==> config.mk <==
export PLATFORM = sky130hd
export DESIGN_NAME = collision_scan_ctrl
export DESIGN_NICKNAME = d
export VERILOG_FILES = /design/src/rtl/collision_scan_ctrl_pkg.sv /design/src/rtl/collision_scan_ctrl_detector.sv /design/src/rtl/collision_scan_ctrl.sv
export SDC_FILE = /design/constraint.sdc
export NUM_CORES = 1
export LEC_CHECK = 0
export ABC_CLOCK_PERIOD_IN_PS = 4150
export CAP_MARGIN = 20
export CORE_AREA = 5 5 117 119
export CTS_CLUSTER_SIZE = 20
export DETAILED_ROUTE_END_ITERATION = 12
export DIE_AREA = 0 0 122 124
export GPL_TIMING_DRIVEN = 0
export PLACE_DENSITY = 0.7
export SYNTH_ARGS = -nofsm -noshare
export SYNTH_HDL_FRONTEND = slang
export SYNTH_SLANG_ARGS = --single-unit
==> constraint.sdc <==
create_clock -name clk -period 4.15 [get_ports clk]
set_input_delay 0.83 -clock clk [delete_from_list [all_inputs] [get_ports clk]]
set_output_delay 0.83 -clock clk [all_outputs]
set_load 0.05 [all_outputs]
==> src/rtl/collision_scan_ctrl_pkg.sv <==
// Shared game definitions: scan FSM states, hit-box size and playfield defaults.
package collision_scan_ctrl_pkg;

   typedef enum logic [1:0] {
      IDLE   = 2'd0,
      SCAN   = 2'd1,
      REPORT = 2'd2
   } scan_state_t;

   localparam int HIT_BOX       = 20;
   localparam int DEF_ROWS      = 4;
   localparam int DEF_COLS      = 8;
   localparam int DEF_COL_PITCH = 30;
   localparam int DEF_ROW_PITCH = 25;

endpackage

==> src/rtl/collision_scan_ctrl_detector.sv <==
// Inclusive bounding-box test of one bullet against one alien's hit box.
module collision_detector
   import collision_scan_ctrl_pkg::*;
(
   input  logic       alive,
   input  logic [9:0] target_x,
   input  logic [8:0] target_y,
   input  logic [9:0] bullet_x,
   input  logic [8:0] bullet_y,
   output logic       hit
);

   logic [10:0] tx, bx;
   logic [9:0]  ty, by;

   // Widened by one bit so the far edge (target + HIT_BOX) never wraps.
   always_comb begin
      tx  = {1'b0, target_x};
      bx  = {1'b0, bullet_x};
      ty  = {1'b0, target_y};
      by  = {1'b0, bullet_y};
      hit = alive
            && (bx >= tx) && (bx <= tx + 11'(HIT_BOX))
            && (by >= ty) && (by <= ty + 10'(HIT_BOX));
   end

endmodule

==> src/rtl/collision_scan_ctrl.sv <==
// Per-frame sequential scan of the alien fleet for a bullet hit, one alien per cycle,
// against a snapshot of bullet, fleet and alive state taken when the scan starts.
module collision_scan_ctrl
   import collision_scan_ctrl_pkg::*;
#(
   parameter int ROWS      = DEF_ROWS,
   parameter int COLS      = DEF_COLS,
   parameter int COL_PITCH = DEF_COL_PITCH,
   parameter int ROW_PITCH = DEF_ROW_PITCH
) (
   input  logic                           clk,
   input  logic                           reset,
   input  logic                           frame_tick,
   input  logic                           bullet_active,
   input  logic [9:0]                     bullet_x,
   input  logic [8:0]                     bullet_y,
   input  logic [9:0]                     fleet_x,
   input  logic [8:0]                     fleet_y,
   input  logic [ROWS*COLS-1:0]           alien_alive,
   output logic                           busy,
   output logic                           kill_valid,
   output logic [$clog2(ROWS*COLS)-1:0]   kill_index,
   output logic                           bullet_consume,
   output logic                           scan_done
);

   localparam int N  = ROWS * COLS;
   localparam int IW = $clog2(N);
   localparam int RW = (ROWS > 1) ? $clog2(ROWS) : 1;
   localparam int CW = (COLS > 1) ? $clog2(COLS) : 1;

   scan_state_t   state_q, state_d;
   logic [IW-1:0] idx_q;
   logic [RW-1:0] row_q;
   logic [CW-1:0] col_q;
   logic [9:0]    snap_bx, snap_fx;
   logic [8:0]    snap_by, snap_fy;
   logic [N-1:0]  snap_alive;
   logic          hit_q;
   logic          idle_done_q;

   logic          start;
   logic          hit;
   logic [9:0]    target_x;
   logic [8:0]    target_y;

   assign target_x = snap_fx + 10'(col_q * COL_PITCH);
   assign target_y = snap_fy + 9'(row_q * ROW_PITCH);

   collision_detector u_det (
      .alive    (snap_alive[idx_q]),
      .target_x (target_x),
      .target_y (target_y),
      .bullet_x (snap_bx),
      .bullet_y (snap_by),
      .hit      (hit)
   );

   always_comb begin
      state_d        = state_q;
      start          = 1'b0;
      busy           = (state_q != IDLE);
      kill_valid     = (state_q == REPORT) && hit_q;
      bullet_consume = (state_q == REPORT) && hit_q;
      kill_index     = '0;
      scan_done      = (state_q == REPORT) || idle_done_q;
      if (kill_valid)
         kill_index = idx_q;
      unique case (state_q)
         IDLE: begin
            if (frame_tick && bullet_active) begin
               start   = 1'b1;
               state_d = SCAN;
            end
         end
         SCAN: begin
            if (hit || (idx_q == IW'(N - 1)))
               state_d = REPORT;
         end
         REPORT:  state_d = IDLE;
         default: state_d = IDLE;
      endcase
   end

   always_ff @(posedge clk or posedge reset) begin
      if (reset) begin
         state_q     <= IDLE;
         idx_q       <= '0;
         row_q       <= '0;
         col_q       <= '0;
         snap_bx     <= '0;
         snap_by     <= '0;
         snap_fx     <= '0;
         snap_fy     <= '0;
         snap_alive  <= '0;
         hit_q       <= 1'b0;
         idle_done_q <= 1'b0;
      end else begin
         state_q     <= state_d;
         idle_done_q <= (state_q == IDLE) && frame_tick && !bullet_active;
         if (start) begin
            idx_q      <= '0;
            row_q      <= '0;
            col_q      <= '0;
            snap_bx    <= bullet_x;
            snap_by    <= bullet_y;
            snap_fx    <= fleet_x;
            snap_fy    <= fleet_y;
            snap_alive <= alien_alive;
            hit_q      <= 1'b0;
         end else if (state_q == SCAN) begin
            // On a hit the index freezes so REPORT can present it.
            if (hit) begin
               hit_q <= 1'b1;
            end else begin
               idx_q <= idx_q + 1'b1;
               if (col_q == CW'(COLS - 1)) begin
                  col_q <= '0;
                  row_q <= row_q + 1'b1;
               end else begin
                  col_q <= col_q + 1'b1;
               end
            end
         end
      end
   end

endmodule

# Word-level counts from Yosys, hierarchy flattened
# Index checks and enable logic that the tools add are counted.
# word_totals
input_bits	74
ff_bits	84
elab_cells	74
output_inout_bits	9
# op_classes
n_reduce_logical	20
order_cmp	5
n_addsub	7
mux	22
n_eq_ne	7
mul	2
# ops
operator	n
5-bit two-way mux	4
2-bit two-way mux	6
3-bit two-way mux	4
10-bit by 5-bit adder with 11-bit output, second input constant	1
10-bit by 11-bit <= comparator with 1-bit output	1
10-bit by 8-bit adder with 10-bit output	1
9-bit by 5-bit adder with 10-bit output, second input constant	1
10-bit greater-or-equal comparator	1
9-bit by 10-bit <= comparator with 1-bit output	1
9-bit by 7-bit adder with 9-bit output	1
9-bit greater-or-equal comparator	1
1-bit logical AND	8
2-bit nonzero test	4
2-bit by 5-bit multiplier with 7-bit output, second input constant	1
3-bit by 4-bit multiplier with 7-bit output, second input constant	1
5-bit by 6-bit less-than comparator with 1-bit output, second input constant	1
1-bit two-way mux	6
2-bit != test, second input constant	3
2-bit AND reduction	3
5-bit by 1-bit adder with 5-bit output, second input constant	1
1-bit binary-select mux with 5-bit select	1
5-bit equality test, second input constant	1
2-bit one-hot mux with 2 select lines	1
3-bit by 1-bit adder with 3-bit output, second input constant	1
8 further kinds	9

# Depth between registers and ports, before layout
# depth
word_depth	10
ltp_mapped	21
ltp_nobuf	21

# Cells and area by module
# A second synthesis with hierarchy kept.
# hier_totals
cells_unflattened	478
area_unflattened_um2	5418.9
# modules_own_cells
mod	cells_each	seq_area_each_um2	area_each_um2	n_inst
collision_scan_ctrl	342	2102.0	4365.4	1
collision_detector	136	0.0	1053.5	1

# Worst setup path before layout
# OpenSTA, ideal clock, no wires.
# synth_path
path_kind	reg-to-reg
start	reg col_q[0]
end	reg idx_q[1]
t_required_ns	4.071
n_path_buf	0
arrival_time_ns	4.264
path_stages_with_launch	20
setup_time_ns	0.079
synth_period_minus_slack_ns	4.344
slack_ns	-0.194
cell_sequence	dfrtp_1 > fa_1 > ha_1 > fa_1 > nor2b_1 > o21ai_0 > nand2b_1 > ha_1 > or3_1 > o211ai_1 > nor2_1 > xor2_1 > ha_1 > a21o_1 > a21oi_1 > a21oi_1 > nand2_1 > o221ai_4 > nand2_4 > mux2i_1
# synth_via
elab_chain_len	9
word_cells_on_any_way	11
cone_classes	2 x add/sub; 1 x mul; 2 x order compare; 1 x eq/ne; 5 x reduce/logical
# synth_lines
item	line	rtl
start: declaration	collision_scan_ctrl.sv:35	logic [CW-1:0] col_q;
start signal: assignment	collision_scan_ctrl.sv:121	col_q <= col_q + 1'b1;
3-bit by 4-bit multiplier with 7-bit output *	collision_scan_ctrl.sv:47	assign target_x = snap_fx + 10'(col_q * COL_PITCH);
10-bit by 8-bit adder with 10-bit output *	collision_scan_ctrl.sv:47	
10-bit by 5-bit adder with 11-bit output / 10-bit greater-or-equal comparator (equally long branches)	collision_scan_ctrl_detector.sv:23	&& (bx >= tx) && (bx <= tx + 11'(HIT_BOX))
10-bit by 11-bit <= comparator with 1-bit output / 1-bit logical AND (equally long branches)	collision_scan_ctrl_detector.sv:23	
1-bit logical AND *	collision_scan_ctrl_detector.sv:23	
1-bit logical AND * (2 in a row)	collision_scan_ctrl_detector.sv:24	&& (by >= ty) && (by <= ty + 10'(HIT_BOX));
2-bit != test (no source line) *	-	
2-bit AND reduction (no source line) *	-	
end signal: assignment	collision_scan_ctrl.sv:116	idx_q <= idx_q + 1'b1;
end: declaration	collision_scan_ctrl.sv:33	logic [IW-1:0] idx_q;
# Mark *: on every way between the ends. The rest lies on a longest branch, timed or not.
# A chain may end at the register's enable or synchronous reset.

# Worst setup path after layout
# layout_path
start	reg col_q[2]
end	reg idx_q[3]
# Same word-level chain as after synthesis.

==> run_results.csv <==
group,metric,value,unit
outcome,outcome,"complete, but fails checks",
outcome,violations,"negative setup slack",
layout,design_area,7050,µm²
place,dp.cells,876,
die,start_util,43.9,%
timing,rsz0062_at_grt,"yes",
logic_synthesis,yosys_warnings,0,
logic_synthesis,synth-edff-count,0,
place,gp_congestion,0.855,
logic_synthesis,avgSynthCellArea,8.81,µm²
logic_synthesis,ys_seq_area_share,38.4,%
cts,clk_pin_slew_worst_paths,60,ps
logic_synthesis,synth_cell_types,45,
layout,drive_gt1_share,9.03,%
detailed_routing,drt_drc_violations_left,0,
timing,tightest_slew,717,ps
timing,finalWorstSetupSlack,-326,ps
grt,track_usage,18.7,%
logic_synthesis,yosysTopAreaCell,"dfrtp_1",
worst_setup_path,crit_type,"flop to flop",
cts,ctsHtreeMaxLevel,3,
detailed_routing,drt_pass1_iterations,4,
cts,cts.sink_count,84,
grt,antenna_found_initial,0,
timing,drv_slew,0,
place,dpl.hpwl,9980,µm
logic_synthesis,syn_nets,765,
detailed_routing,ant_nets,0,
logic_synthesis,synthFlopType,"dfrtp_1",
logic_synthesis,synthCells,621,
detailed_routing,routed_via_density,5.03,
grt,grt_first_pass_wirelength,22200,µm
die,die_y,124,µm
logic_synthesis,syn-cell-area,5470,µm²
layout,fillers,1093,
layout,antenna_cells,0,
cts,numCtsBuffers,9,
timing,period_share,108,%
min_path,hp-class,"flop to flop",
worst_setup_path,critPathMaxFanout,6,
grt,grt_max_degree,70,
die,ios,83,
timing,hold_viol_final,0,
detailed_routing,drtIter0Drc,142,
worst_setup_path,endpoint_kind,"flop",
layout,areaGrowthSynthToFinish,28.8,%
place,port_buffers,82,
timing,clock-skew-final,5.64,ps
logic_synthesis,yosysMostFrequentCell,"nand2_1",
logic_synthesis,ys_top_cells_by_area,"dfrtp_1 (38%), nand2_1 (16%), ha_1 (15%)",
worst_setup_path,startpoint_type,"flop",
die,die_w,122,µm
worst_setup_path,rrSetupSlack,-330,ps
timing,fmax,223,MHz
grt,grt_overflow_total,0,
detailed_routing,dr_total_vias,4541,
place,dpl-instance-area,6580,µm²
logic_synthesis,ys_ff_latch,84,
worst_setup_path,worstPathRequired,4370,ps
die,die_area,15100,µm²
detailed_routing,route.detailed.wl_per_inst,14.6,µm
worst_setup_path,arrival,4700,ps
grt,grt_pass1_vias,4856,
cts,cts_buffer_depth,2,
cts,cts_tree,"built",
timing,post-route-min-period,4480,ps
cts,cts_root_buffer,"clkbuf_16",
timing,relSlewSlack,52.2,%
die,num_rows,41,
logic_synthesis,postSynth.asyncResetShare,100,%
flow_run,maxCapViolCount,0,
cts,clock_latency,350,ps
detailed_routing,wl,13200,µm
timing,setup_violations,13,
logic_synthesis,synth.top_cells.by_count,"nand2_1 (228), dfrtp_1 (84), ha_1 (64), inv_1 (32)",
layout,nets,870,
logic_synthesis,synth_top_area_share,38.4,%
die,core_area,12500,µm²
layout,fin_cells,903,
cts,postCtsHoldBufs,0,
worst max-delay path: stages (launching register included):
cell and delay (ps):
dfrtp_2 420, fa_2 620, ha_2 210, fa_2 450, ha_4 190, nor2_1 190, a211oi_2 130, or3_1 370
o211ai_1 180, nor2_1 100, xor2_1 160, ha_1 300, a21o_1 140, a21oi_2 60, a21oi_1 160, nand2_2 90
o221ai_4 270, nand3_1 160, mux2i_1 150
through the flow:
step                      setup slack, ps  hold WS (ps)  util, %  setup TNS [ps]
after floorplan                     -54.6           437        -            -439
after global placement               -438           449     52.5          -19480
after detailed placement             -567           456     52.8           -6800
after CTS                            -288           471     56.2           -3250
after global routing                 -552           489     56.5           -6670
final                                -326           466     56.5           -3790
cells by family after synthesis:
kind of cell	count (synthesis)	share of synthesized area (%)
flops	84	38.4
fa+ha+maj	70	16.8
xor+xnor	22	3.52
mux	23	6.18
buf+inv	52	3.78
compound gates	66	7.96
simple gates	304	23.3
area by class of cell:
type	instances	area, µm²	area share, %
Tap cell	172	215	3.05
Clock inverter	7	76.3	1.08
Inverter	32	123	1.74
Buffer	20	86.3	1.23
Sequential cell	84	2110	29.9
Multi-Input combinational cell	485	3280	46.6
Timing Repair Buffer	94	931	13.2
Clock buffer	9	225	3.20
flip-flops by register name, indices dropped and copies added (netlist names):
signal	cells
hit_q	1
snap_by	9
idle_done_q	1
state_q	2
snap_fx	10
row_q	2
snap_bx	10
idx_q	5
snap_fy	9
col_q	3
snap_alive	32
timing repair:
item / in CTS / in global routing
endpoints found under the setup margin: 13 / 13
gates resized for setup: 14 / 7
hold endpoints to repair: 0 / 0
buffers inserted: 10 / 1
pin swaps: 14 / 6
path summary, 6_finish.rpt:
check                          startpoint        endpoint  depth (start not counted)
setup / recovery                 col_q[2]        idx_q[3]                         18
hold / removal             snap_alive[13]  snap_alive[13]                          2
setup reg to reg                 col_q[2]        idx_q[3]                         18
hold reg to reg            snap_alive[13]  snap_alive[13]                          2
max in group asynchronous           reset      snap_by[2]                          3
min in group asynchronous           reset      snap_bx[8]                          2
cell usage in the layout (no fill, tap or decap), types with 4 or more instances in the layout:
cell type,count
a21oi_1,14
and3_1,6
nand4_1,4
fa_1,4
and2_1,6
clkdlybuf4s50_1,82
a21oi_2,5
a21o_1,10
clkbuf_16,9
nor3b_1,4
nand3_1,11
a31oi_1,5
dfrtp_1,81
nand2_1,227
clkbuf_1,16
o21ai_0,11
nor3_1,8
ha_1,60
xor2_1,9
mux2i_1,15
inv_1,31
nor2_1,18
buf_4,12
xnor2_1,9
nand2b_1,5
mux4_2,6
layer usage:
metal / vias up / track usage (%) / wire length (µm) / share of wire [%]
li1: 2270 / - / - / -
met1: 2168 / 22.7 / 5790 / 44
met2: 86 / 33.4 / 6710 / 51
met3: 17 / 3.59 / 500 / 3.8
met4: 0 / 6.51 / 214 / 1.6
met5: - / 0 / 0 / 0
Power is not shown: default switching activity piles up to over one toggle a cycle in this logic, so the estimate is an artifact.
